## src/rtl/riscv_pipe_pkg.sv

```systemverilog
// Shared pipeline types: datapath widths, ALUOp classes and the ID/EX control bundle.
package riscv_pipe_pkg;

    localparam int unsigned XLEN      = 32;
    localparam int unsigned REGW      = 5;
    localparam int unsigned ALUOP_W   = 2;
    localparam int unsigned CNTW_DFLT = 16;

    // ALU operation class handed from decode to the ALU control unit
    typedef enum logic [ALUOP_W-1:0] {
        ALUOP_ADD    = 2'b00,
        ALUOP_BRANCH = 2'b01,
        ALUOP_RTYPE  = 2'b10,
        ALUOP_ITYPE  = 2'b11
    } aluop_e;

    // Control bits that travel together through ID/EX
    typedef struct packed {
        logic   reg_write;
        logic   mem_read;
        logic   mem_write;
        logic   mem_to_reg;
        logic   alu_src;
        logic   branch;
        aluop_e alu_op;
    } ctrl_t;

    localparam int unsigned CTRL_W = $bits(ctrl_t);

    // A bubble carries no side effects: every control bit is zero
    localparam ctrl_t BUBBLE_CTRL = '0;

    // Gather loose decode outputs into one control bundle
    function automatic ctrl_t make_ctrl(
        input logic               reg_write,
        input logic               mem_read,
        input logic               mem_write,
        input logic               mem_to_reg,
        input logic               alu_src,
        input logic               branch,
        input logic [ALUOP_W-1:0] alu_op
    );
        ctrl_t c;
        c.reg_write  = reg_write;
        c.mem_read   = mem_read;
        c.mem_write  = mem_write;
        c.mem_to_reg = mem_to_reg;
        c.alu_src    = alu_src;
        c.branch     = branch;
        c.alu_op     = aluop_e'(alu_op);
        return c;
    endfunction

endpackage

```

## src/rtl/id_ex_stage_if.sv

```systemverilog
// Decode-to-execute bundle: ID-side fields in, registered ID/EX fields and front-end enables out.
interface id_ex_stage_if
    import riscv_pipe_pkg::*;
#(
    parameter int unsigned CNTW = CNTW_DFLT
) ();

    logic [REGW-1:0]    rs1_ID;
    logic [REGW-1:0]    rs2_ID;
    logic [REGW-1:0]    rd_ID;
    logic               uses_rs1_ID;
    logic               uses_rs2_ID;
    logic               RegWrite_ID;
    logic               MemRead_ID;
    logic               MemWrite_ID;
    logic               MemtoReg_ID;
    logic               ALUSrc_ID;
    logic               Branch_ID;
    logic [ALUOP_W-1:0] ALUOp_ID;
    logic [XLEN-1:0]    rs1_data_ID;
    logic [XLEN-1:0]    rs2_data_ID;
    logic [XLEN-1:0]    imm_ID;
    logic [XLEN-1:0]    pc_ID;
    logic               valid_ID;
    logic               flush_EX;

    logic [REGW-1:0]    rs1_IDEX;
    logic [REGW-1:0]    rs2_IDEX;
    logic [REGW-1:0]    rd_IDEX;
    logic               RegWrite_IDEX;
    logic               MemRead_IDEX;
    logic               MemWrite_IDEX;
    logic               MemtoReg_IDEX;
    logic               ALUSrc_IDEX;
    logic               Branch_IDEX;
    logic [ALUOP_W-1:0] ALUOp_IDEX;
    logic [XLEN-1:0]    rs1_data_IDEX;
    logic [XLEN-1:0]    rs2_data_IDEX;
    logic [XLEN-1:0]    imm_IDEX;
    logic [XLEN-1:0]    pc_IDEX;
    logic               valid_IDEX;
    logic               PCWrite;
    logic               IFIDWrite;
    logic [CNTW-1:0]    stall_cnt;
    logic [CNTW-1:0]    flush_cnt;

    // Decode/branch side: drives ID fields, observes the stage
    modport master (
        output rs1_ID, rs2_ID, rd_ID, uses_rs1_ID, uses_rs2_ID,
               RegWrite_ID, MemRead_ID, MemWrite_ID, MemtoReg_ID, ALUSrc_ID, Branch_ID, ALUOp_ID,
               rs1_data_ID, rs2_data_ID, imm_ID, pc_ID, valid_ID, flush_EX,
        input  rs1_IDEX, rs2_IDEX, rd_IDEX,
               RegWrite_IDEX, MemRead_IDEX, MemWrite_IDEX, MemtoReg_IDEX, ALUSrc_IDEX, Branch_IDEX, ALUOp_IDEX,
               rs1_data_IDEX, rs2_data_IDEX, imm_IDEX, pc_IDEX, valid_IDEX,
               PCWrite, IFIDWrite, stall_cnt, flush_cnt
    );

    // The ID/EX stage itself
    modport slave (
        input  rs1_ID, rs2_ID, rd_ID, uses_rs1_ID, uses_rs2_ID,
               RegWrite_ID, MemRead_ID, MemWrite_ID, MemtoReg_ID, ALUSrc_ID, Branch_ID, ALUOp_ID,
               rs1_data_ID, rs2_data_ID, imm_ID, pc_ID, valid_ID, flush_EX,
        output rs1_IDEX, rs2_IDEX, rd_IDEX,
               RegWrite_IDEX, MemRead_IDEX, MemWrite_IDEX, MemtoReg_IDEX, ALUSrc_IDEX, Branch_IDEX, ALUOp_IDEX,
               rs1_data_IDEX, rs2_data_IDEX, imm_IDEX, pc_IDEX, valid_IDEX,
               PCWrite, IFIDWrite, stall_cnt, flush_cnt
    );

endinterface

```

## src/rtl/id_ex_stage_hazard_detect.sv

```systemverilog
// Load-use hazard detection: purely combinational, flush overrides stall.
module hazard_detect
    import riscv_pipe_pkg::*;
(
    input  logic            i_valid_idex,
    input  logic            i_mem_read_idex,
    input  logic [REGW-1:0] i_rd_idex,
    input  logic [REGW-1:0] i_rs1_id,
    input  logic [REGW-1:0] i_rs2_id,
    input  logic            i_uses_rs1_id,
    input  logic            i_uses_rs2_id,
    input  logic            i_valid_id,
    input  logic            i_flush_ex,
    output logic            o_load_use_c,
    output logic            o_stall_c,
    output logic            o_pc_write_c,
    output logic            o_ifid_write_c
);

    logic w_rs1_match;
    logic w_rs2_match;

    // A load into x0 never produces a value worth waiting for
    always_comb begin
        w_rs1_match    = 1'b0;
        w_rs2_match    = 1'b0;
        o_load_use_c   = 1'b0;
        o_stall_c      = 1'b0;
        o_pc_write_c   = 1'b1;
        o_ifid_write_c = 1'b1;

        w_rs1_match  = i_uses_rs1_id && (i_rd_idex == i_rs1_id);
        w_rs2_match  = i_uses_rs2_id && (i_rd_idex == i_rs2_id);
        o_load_use_c = i_valid_idex && i_mem_read_idex && (i_rd_idex != '0)
                     && (w_rs1_match || w_rs2_match) && i_valid_id;
        // A wrong-path ID instruction is squashed anyway, so no point freezing the front end
        o_stall_c      = o_load_use_c && !i_flush_ex;
        o_pc_write_c   = !o_stall_c;
        o_ifid_write_c = !o_stall_c;
    end

endmodule

```

## src/rtl/id_ex_stage.sv

```systemverilog
// ID/EX pipeline register with bubble insertion on load-use stall or branch flush.
module id_ex_stage
    import riscv_pipe_pkg::*;
#(
    parameter int unsigned CNTW = CNTW_DFLT
) (
    input logic         clk,
    input logic         rst,
    id_ex_stage_if.slave bus
);

    ctrl_t           r_ctrl;
    logic [REGW-1:0] r_rs1;
    logic [REGW-1:0] r_rs2;
    logic [REGW-1:0] r_rd;
    logic [XLEN-1:0] r_rs1_data;
    logic [XLEN-1:0] r_rs2_data;
    logic [XLEN-1:0] r_imm;
    logic [XLEN-1:0] r_pc;
    logic            r_valid;
    logic [CNTW-1:0] r_stall_cnt;
    logic [CNTW-1:0] r_flush_cnt;

    ctrl_t           w_ctrl_id;
    logic            w_load_use;
    logic            w_stall;
    logic            w_bubble;

    hazard_detect u_hazard (
        .i_valid_idex    (r_valid),
        .i_mem_read_idex (r_ctrl.mem_read),
        .i_rd_idex       (r_rd),
        .i_rs1_id        (bus.rs1_ID),
        .i_rs2_id        (bus.rs2_ID),
        .i_uses_rs1_id   (bus.uses_rs1_ID),
        .i_uses_rs2_id   (bus.uses_rs2_ID),
        .i_valid_id      (bus.valid_ID),
        .i_flush_ex      (bus.flush_EX),
        .o_load_use_c    (w_load_use),
        .o_stall_c       (w_stall),
        .o_pc_write_c    (bus.PCWrite),
        .o_ifid_write_c  (bus.IFIDWrite)
    );

    // Bundle decode controls and decide whether this edge loads a bubble
    always_comb begin
        w_ctrl_id = make_ctrl(bus.RegWrite_ID, bus.MemRead_ID, bus.MemWrite_ID,
                              bus.MemtoReg_ID, bus.ALUSrc_ID, bus.Branch_ID, bus.ALUOp_ID);
        w_bubble  = bus.flush_EX || w_load_use;
    end

    // Pipeline register: reset, then bubble, then normal load
    always_ff @(posedge clk) begin
        if (rst) begin
            r_ctrl     <= BUBBLE_CTRL;
            r_rs1      <= '0;
            r_rs2      <= '0;
            r_rd       <= '0;
            r_rs1_data <= '0;
            r_rs2_data <= '0;
            r_imm      <= '0;
            r_pc       <= '0;
            r_valid    <= 1'b0;
        end else if (w_bubble) begin
            r_ctrl     <= BUBBLE_CTRL;
            r_rs1      <= '0;
            r_rs2      <= '0;
            r_rd       <= '0;
            r_rs1_data <= '0;
            r_rs2_data <= '0;
            r_imm      <= '0;
            r_pc       <= '0;
            r_valid    <= 1'b0;
        end else begin
            // Empty ID slot still carries its data, but nothing that could write or be forwarded
            r_ctrl     <= bus.valid_ID ? w_ctrl_id  : BUBBLE_CTRL;
            r_rs1      <= bus.valid_ID ? bus.rs1_ID : '0;
            r_rs2      <= bus.valid_ID ? bus.rs2_ID : '0;
            r_rd       <= bus.valid_ID ? bus.rd_ID  : '0;
            r_rs1_data <= bus.rs1_data_ID;
            r_rs2_data <= bus.rs2_data_ID;
            r_imm      <= bus.imm_ID;
            r_pc       <= bus.pc_ID;
            r_valid    <= bus.valid_ID;
        end
    end

    // Saturating stall/flush event counters
    always_ff @(posedge clk) begin
        if (rst) begin
            r_stall_cnt <= '0;
            r_flush_cnt <= '0;
        end else begin
            if (w_stall && (r_stall_cnt != {CNTW{1'b1}})) begin
                r_stall_cnt <= r_stall_cnt + CNTW'(1);
            end
            if (bus.flush_EX && (r_flush_cnt != {CNTW{1'b1}})) begin
                r_flush_cnt <= r_flush_cnt + CNTW'(1);
            end
        end
    end

    // Drive registered state onto the bus
    always_comb begin
        bus.rs1_IDEX      = r_rs1;
        bus.rs2_IDEX      = r_rs2;
        bus.rd_IDEX       = r_rd;
        bus.RegWrite_IDEX = r_ctrl.reg_write;
        bus.MemRead_IDEX  = r_ctrl.mem_read;
        bus.MemWrite_IDEX = r_ctrl.mem_write;
        bus.MemtoReg_IDEX = r_ctrl.mem_to_reg;
        bus.ALUSrc_IDEX   = r_ctrl.alu_src;
        bus.Branch_IDEX   = r_ctrl.branch;
        bus.ALUOp_IDEX    = r_ctrl.alu_op;
        bus.rs1_data_IDEX = r_rs1_data;
        bus.rs2_data_IDEX = r_rs2_data;
        bus.imm_IDEX      = r_imm;
        bus.pc_IDEX       = r_pc;
        bus.valid_IDEX    = r_valid;
        bus.stall_cnt     = r_stall_cnt;
        bus.flush_cnt     = r_flush_cnt;
    end

endmodule

```

## src/flat_wrapper.sv

```systemverilog
// flat-port wrapper written by rule: the top's interface ports become plain ports
module id_ex_stage_flat import riscv_pipe_pkg::*;
#(
    parameter int unsigned CNTW = CNTW_DFLT
)
  (clk, rst, bus_rs1_ID, bus_rs2_ID, bus_rd_ID, bus_uses_rs1_ID, bus_uses_rs2_ID, bus_RegWrite_ID, bus_MemRead_ID, bus_MemWrite_ID, bus_MemtoReg_ID, bus_ALUSrc_ID, bus_Branch_ID, bus_ALUOp_ID, bus_rs1_data_ID, bus_rs2_data_ID, bus_imm_ID, bus_pc_ID, bus_valid_ID, bus_flush_EX, bus_rs1_IDEX, bus_rs2_IDEX, bus_rd_IDEX, bus_RegWrite_IDEX, bus_MemRead_IDEX, bus_MemWrite_IDEX, bus_MemtoReg_IDEX, bus_ALUSrc_IDEX, bus_Branch_IDEX, bus_ALUOp_IDEX, bus_rs1_data_IDEX, bus_rs2_data_IDEX, bus_imm_IDEX, bus_pc_IDEX, bus_valid_IDEX, bus_PCWrite, bus_IFIDWrite, bus_stall_cnt, bus_flush_cnt);
  id_ex_stage_if #(.CNTW(CNTW)) bus_i ();
  input logic clk;
  input logic rst;
  input wire logic [$bits(bus_i.rs1_ID)-1:0] bus_rs1_ID;
  input wire logic [$bits(bus_i.rs2_ID)-1:0] bus_rs2_ID;
  input wire logic [$bits(bus_i.rd_ID)-1:0] bus_rd_ID;
  input wire logic [$bits(bus_i.uses_rs1_ID)-1:0] bus_uses_rs1_ID;
  input wire logic [$bits(bus_i.uses_rs2_ID)-1:0] bus_uses_rs2_ID;
  input wire logic [$bits(bus_i.RegWrite_ID)-1:0] bus_RegWrite_ID;
  input wire logic [$bits(bus_i.MemRead_ID)-1:0] bus_MemRead_ID;
  input wire logic [$bits(bus_i.MemWrite_ID)-1:0] bus_MemWrite_ID;
  input wire logic [$bits(bus_i.MemtoReg_ID)-1:0] bus_MemtoReg_ID;
  input wire logic [$bits(bus_i.ALUSrc_ID)-1:0] bus_ALUSrc_ID;
  input wire logic [$bits(bus_i.Branch_ID)-1:0] bus_Branch_ID;
  input wire logic [$bits(bus_i.ALUOp_ID)-1:0] bus_ALUOp_ID;
  input wire logic [$bits(bus_i.rs1_data_ID)-1:0] bus_rs1_data_ID;
  input wire logic [$bits(bus_i.rs2_data_ID)-1:0] bus_rs2_data_ID;
  input wire logic [$bits(bus_i.imm_ID)-1:0] bus_imm_ID;
  input wire logic [$bits(bus_i.pc_ID)-1:0] bus_pc_ID;
  input wire logic [$bits(bus_i.valid_ID)-1:0] bus_valid_ID;
  input wire logic [$bits(bus_i.flush_EX)-1:0] bus_flush_EX;
  output wire logic [$bits(bus_i.rs1_IDEX)-1:0] bus_rs1_IDEX;
  output wire logic [$bits(bus_i.rs2_IDEX)-1:0] bus_rs2_IDEX;
  output wire logic [$bits(bus_i.rd_IDEX)-1:0] bus_rd_IDEX;
  output wire logic [$bits(bus_i.RegWrite_IDEX)-1:0] bus_RegWrite_IDEX;
  output wire logic [$bits(bus_i.MemRead_IDEX)-1:0] bus_MemRead_IDEX;
  output wire logic [$bits(bus_i.MemWrite_IDEX)-1:0] bus_MemWrite_IDEX;
  output wire logic [$bits(bus_i.MemtoReg_IDEX)-1:0] bus_MemtoReg_IDEX;
  output wire logic [$bits(bus_i.ALUSrc_IDEX)-1:0] bus_ALUSrc_IDEX;
  output wire logic [$bits(bus_i.Branch_IDEX)-1:0] bus_Branch_IDEX;
  output wire logic [$bits(bus_i.ALUOp_IDEX)-1:0] bus_ALUOp_IDEX;
  output wire logic [$bits(bus_i.rs1_data_IDEX)-1:0] bus_rs1_data_IDEX;
  output wire logic [$bits(bus_i.rs2_data_IDEX)-1:0] bus_rs2_data_IDEX;
  output wire logic [$bits(bus_i.imm_IDEX)-1:0] bus_imm_IDEX;
  output wire logic [$bits(bus_i.pc_IDEX)-1:0] bus_pc_IDEX;
  output wire logic [$bits(bus_i.valid_IDEX)-1:0] bus_valid_IDEX;
  output wire logic [$bits(bus_i.PCWrite)-1:0] bus_PCWrite;
  output wire logic [$bits(bus_i.IFIDWrite)-1:0] bus_IFIDWrite;
  output wire logic [$bits(bus_i.stall_cnt)-1:0] bus_stall_cnt;
  output wire logic [$bits(bus_i.flush_cnt)-1:0] bus_flush_cnt;
  assign bus_i.rs1_ID = bus_rs1_ID;
  assign bus_i.rs2_ID = bus_rs2_ID;
  assign bus_i.rd_ID = bus_rd_ID;
  assign bus_i.uses_rs1_ID = bus_uses_rs1_ID;
  assign bus_i.uses_rs2_ID = bus_uses_rs2_ID;
  assign bus_i.RegWrite_ID = bus_RegWrite_ID;
  assign bus_i.MemRead_ID = bus_MemRead_ID;
  assign bus_i.MemWrite_ID = bus_MemWrite_ID;
  assign bus_i.MemtoReg_ID = bus_MemtoReg_ID;
  assign bus_i.ALUSrc_ID = bus_ALUSrc_ID;
  assign bus_i.Branch_ID = bus_Branch_ID;
  assign bus_i.ALUOp_ID = bus_ALUOp_ID;
  assign bus_i.rs1_data_ID = bus_rs1_data_ID;
  assign bus_i.rs2_data_ID = bus_rs2_data_ID;
  assign bus_i.imm_ID = bus_imm_ID;
  assign bus_i.pc_ID = bus_pc_ID;
  assign bus_i.valid_ID = bus_valid_ID;
  assign bus_i.flush_EX = bus_flush_EX;
  assign bus_rs1_IDEX = bus_i.rs1_IDEX;
  assign bus_rs2_IDEX = bus_i.rs2_IDEX;
  assign bus_rd_IDEX = bus_i.rd_IDEX;
  assign bus_RegWrite_IDEX = bus_i.RegWrite_IDEX;
  assign bus_MemRead_IDEX = bus_i.MemRead_IDEX;
  assign bus_MemWrite_IDEX = bus_i.MemWrite_IDEX;
  assign bus_MemtoReg_IDEX = bus_i.MemtoReg_IDEX;
  assign bus_ALUSrc_IDEX = bus_i.ALUSrc_IDEX;
  assign bus_Branch_IDEX = bus_i.Branch_IDEX;
  assign bus_ALUOp_IDEX = bus_i.ALUOp_IDEX;
  assign bus_rs1_data_IDEX = bus_i.rs1_data_IDEX;
  assign bus_rs2_data_IDEX = bus_i.rs2_data_IDEX;
  assign bus_imm_IDEX = bus_i.imm_IDEX;
  assign bus_pc_IDEX = bus_i.pc_IDEX;
  assign bus_valid_IDEX = bus_i.valid_IDEX;
  assign bus_PCWrite = bus_i.PCWrite;
  assign bus_IFIDWrite = bus_i.IFIDWrite;
  assign bus_stall_cnt = bus_i.stall_cnt;
  assign bus_flush_cnt = bus_i.flush_cnt;
  id_ex_stage #(.CNTW(CNTW)) u_core (.clk(clk), .rst(rst), .bus(bus_i));
endmodule
```

## config.mk

```make
export PLATFORM = sky130hd
export DESIGN_NAME = id_ex_stage_flat
export DESIGN_NICKNAME = d
export VERILOG_FILES = /design/src/rtl/riscv_pipe_pkg.sv /design/src/rtl/id_ex_stage_if.sv /design/src/rtl/id_ex_stage_hazard_detect.sv /design/src/rtl/id_ex_stage.sv /design/src/flat_wrapper.sv
export SDC_FILE = /design/constraint.sdc
export NUM_CORES = 1
export LEC_CHECK = 0
export BUFFER_PORTS_ARGS = -buffer_cell sky130_fd_sc_hd__buf_2
export CORE_ASPECT_RATIO = 0.8
export CORE_UTILIZATION = 30
export DETAILED_ROUTE_END_ITERATION = 12
export PLACE_DENSITY = 0.69
export SYNTH_ARGS = -nofsm -noshare
export SYNTH_HDL_FRONTEND = slang
export SYNTH_HIERARCHICAL = 1
export SYNTH_SLANG_ARGS = --single-unit
export TNS_END_PERCENT = 20
```

## constraint.sdc

```tcl
create_clock -name clk -period 2.97 [get_ports clk]
set_clock_uncertainty 0.15 [all_clocks]
set_input_delay 0.1485 -clock clk [delete_from_list [all_inputs] [get_ports clk]]
set_output_delay 0.1485 -clock clk [all_outputs]
set_load 0.01 [all_outputs]
```

==> impl_metrics.env <==
export IMPL_worst_slack_ns=0.271
export IMPL_end_kind="flop"
export IMPL_io_buffers=342
export IMPL_worstMarginPinSlew_ns=0.677
export IMPL_timing_hold_ws_ns=0.0571
export IMPL_cts_buffers=17
export IMPL_internal_power_w=0.00398
export IMPL_syn_to_final_growth_pct=69.7
export IMPL_cts_clk_slew_worst_paths_ns=0.07
export IMPL_post_route_period_util=0.909
export IMPL_layout_common_cells="342 x buf_2, 184 x dfxtp_1, 151 x dlygate4sd3_1"
export IMPL_synth_top_family_by_area="simple AND/OR/NAND/NOR gates"
export IMPL_synthArstFlopShare=0
export IMPL_slew_violations=0
export IMPL_synth_distinct_cells=47
export IMPL_combinationalPowerShare=0.098
export IMPL_cts_root_buf="clkbuf_16"
export IMPL_wl_per_cell_um=15.2
export IMPL_antenna_found_initial=2
export IMPL_irDropWorstVdd_mv=0.344
export IMPL_syn_inst=537
export IMPL_finalCriticalPeriod_ns=2.70
export IMPL_overflow=0
export IMPL_grt_pass1_vias=5677
export IMPL_place_congestion=0.811
export IMPL_muxShareOfSynthArea=0.00553
export IMPL_leakage_nw=4.81
export IMPL_hold_path_class="in -> reg"
export IMPL_start_util=0.308
export IMPL_synth_nets=696
export IMPL_boundaryPins=343
export IMPL_vias=5671
export IMPL_max_freq_ghz=0.371
export IMPL_synthDominantCellAreaShare=0.626
export IMPL_synth_seq_cells=184
export IMPL_clkPwrFrac=0.416
export IMPL_synth_compound_area_frac=0.0606
export IMPL_coreArea_sq_um=19100
export IMPL_dr_pass1_iters=6
export IMPL_worstPathRequired_ns=3.17
export IMPL_synth_edf_count=0
export IMPL_finalHoldViolCount=0
export IMPL_yosys_top_cells_area="dfxtp_1 63%, and2_1 14%, and3_1 2.9%, a21oi_1 1.5%, xnor2_1 1.5%"
export IMPL_cts_repair_resize_count=0
export IMPL_die_h_um=127
export IMPL_drc_errors=0
export IMPL_grt_setup_unrepaired="false"
export IMPL_avgSynthCellArea_sq_um=11.0
export IMPL_fp_dieW_um=159
export IMPL_final_common_cell="buf_2"
export IMPL_finalPower_w=0.00529
export IMPL_p_seq_frac=0.486
export IMPL_crit_chain="dlygate4sd3_1 -> buf_2 -> xnor2_1 -> nand4_1 -> o22ai_1 -> and2_1 -> nand3_1 -> nor4_1 -> or3b_2 -> a21oi_1"
export IMPL_cp_arrival_ns=2.90
export IMPL_fp_dieArea_sq_um=20200
export IMPL_drt_iter0_drc=281
export IMPL_relSlewSlack=0.545
export IMPL_critPathSlowestCell="dlygate4sd3_1"
export IMPL_critical_path_max_stage_delay_ns=0.57
export IMPL_swShare=0.247
export IMPL_critPathLaunchType="input port"
export IMPL_critPathKind="in -> reg"
export IMPL_grt_pass1_wl_mm=29.6
export IMPL_status="finished clean"
export IMPL_yosysSeqAreaShare=0.626
export IMPL_wl_mm=19.7
export IMPL_max_cap_violations=0
export IMPL_clk_path_buf_depth=2
export IMPL_drtAntennaViolNets=0
export IMPL_viasPerCell=4.36
export IMPL_cp_max_fo=7
export IMPL_synth_xor_area_share=0.0164
export IMPL_drive_gt1_frac=0.376
export IMPL_cts_tree="built"
export IMPL_synth_fa_ha_area_frac=0.00425
export IMPL_yosys_most_used_dff="dfxtp_1"
export IMPL_yosys_warnings=6
export IMPL_h_tree_depth=4
export IMPL_track_usage=0.195
export IMPL_synth_area_sq_um=5880
export IMPL_layout_nets=1188
export IMPL_grt_max_degree=79
export IMPL_power_switching_w=0.00131
export IMPL_yosysTopAreaCell="dfxtp_1"
export IMPL_setup_tns_ns=0
export IMPL_powerDensity_nw_per_um2=530
export IMPL_row_count=45
export IMPL_cts_sinks=184
export IMPL_clock_latency_ns=0.42
export IMPL_setup_violations=0
export IMPL_dp_hpwl_mm=13.0
export IMPL_yosys_area_share_simple=0.265
export IMPL_dpl_worst_slack_ns=0.367
## layer usage
layer / GRT usage / vias up / share of wire / wire [um]
li1: - / 2814 / - / -
met1: 0.217 / 2622 / 0.40 / 7840
met2: 0.340 / 202 / 0.51 / 9970
met3: 0.0634 / 33 / 0.072 / 1430
met4: 0.0809 / 0 / 0.025 / 494
met5: 0 / - / 0 / 0
## state kept, by name (all words and copies together), names as in the netlist, 2 cells and up
name,cells
u_core/bus.ALUOp_IDEX,2
u_core/bus.flush_cnt,16
u_core/bus.imm_IDEX,32
u_core/bus.pc_IDEX,32
u_core/bus.rd_IDEX,5
u_core/bus.rs1_IDEX,5
u_core/bus.rs1_data_IDEX,32
u_core/bus.rs2_IDEX,5
u_core/bus.rs2_data_IDEX,32
u_core/bus.stall_cnt,16
## synthesized netlist by cell type (8+ instances only)
library cell / n
or4_1: 8
clkbuf_1: 22
o21ai_0: 8
nand4_1: 13
and3_1: 27
a21oi_1: 18
or3_1: 8
dfxtp_1: 184
nor2_1: 11
nand2_1: 16
o31ai_1: 8
xnor2_1: 10
and2_1: 131
nand3_1: 9
## repair_timing
| item | in CTS | in global routing |
|---|---|---|
| hold buffers | 151 | 0 |
| endpoints found under the hold margin | 151 | 0 |
| setup buffers | 0 | 0 |
## power by group through the flow
stage / clock network (W) / registers [W] / logic, W
after global placement: 0 / 0.00262 / 0.000349
after floorplan: 0 / 0.00267 / 0.0000954
after global routing: 0.00239 / 0.00258 / 0.000559
final: 0.00220 / 0.00257 / 0.000520
after CTS: 0.00227 / 0.00257 / 0.000512
after detailed placement: 0 / 0.00262 / 0.000352
## final timing paths
path	from	endpoint	slack (ns)	cells past startpoint
min reg2reg	u_core/bus.flush_cnt[14]	u_core/bus.flush_cnt[14]	0.36	2
min	bus_flush_EX	u_core/bus.flush_cnt[1]	0.06	4
max	bus_rs2_ID[1]	u_core/bus.stall_cnt[13]	0.27	10
max reg2reg	u_core/bus.rd_IDEX[3]	u_core/bus.stall_cnt[13]	0.33	8
## logic make-up after synthesis
family,Yosys count
adders and majority gates,2
AOI/OAI and AO/OA,54
xor gates and xnor gates,11
muxes,3
buffers and inverters,32
DFF,184
and+or+nand+nor,251
## per-stage QoR
step | instance area, sq um | utilization | cells
2_1_floorplan | 5880 | - | 537
3_3_place_gp | 7890 | 0.413 | 1117
3_5_place_dp | 7890 | 0.413 | 1117
4_1_cts | 9980 | 0.523 | 1299
5_1_grt | 9980 | 0.523 | 1301
6_report | 9980 | 0.523 | 1301
## worst max-delay path: cells and delay by family
| kind | cells | cell delay [ns] |
|---|---|---|
| xor gates and xnor gates | 1 | 0.14 |
| and+or+nand+nor | 5 | 1.50 |
| AOI/OAI and AO/OA | 2 | 0.38 |
| buffers and inverters | 2 | 0.73 |
## final cells by class
type                       instances  area (sq um)
inverter                           6          22.5
tap                              258           323
clock inverter                    14           155
timing repair buffer             499          3290
sequential                       184          3680
clock buffer                      17           425
antenna                            2          5.00
fill                            1667          9100
multi-input combinational        321          2070
(Power assumes the default switching activity.)
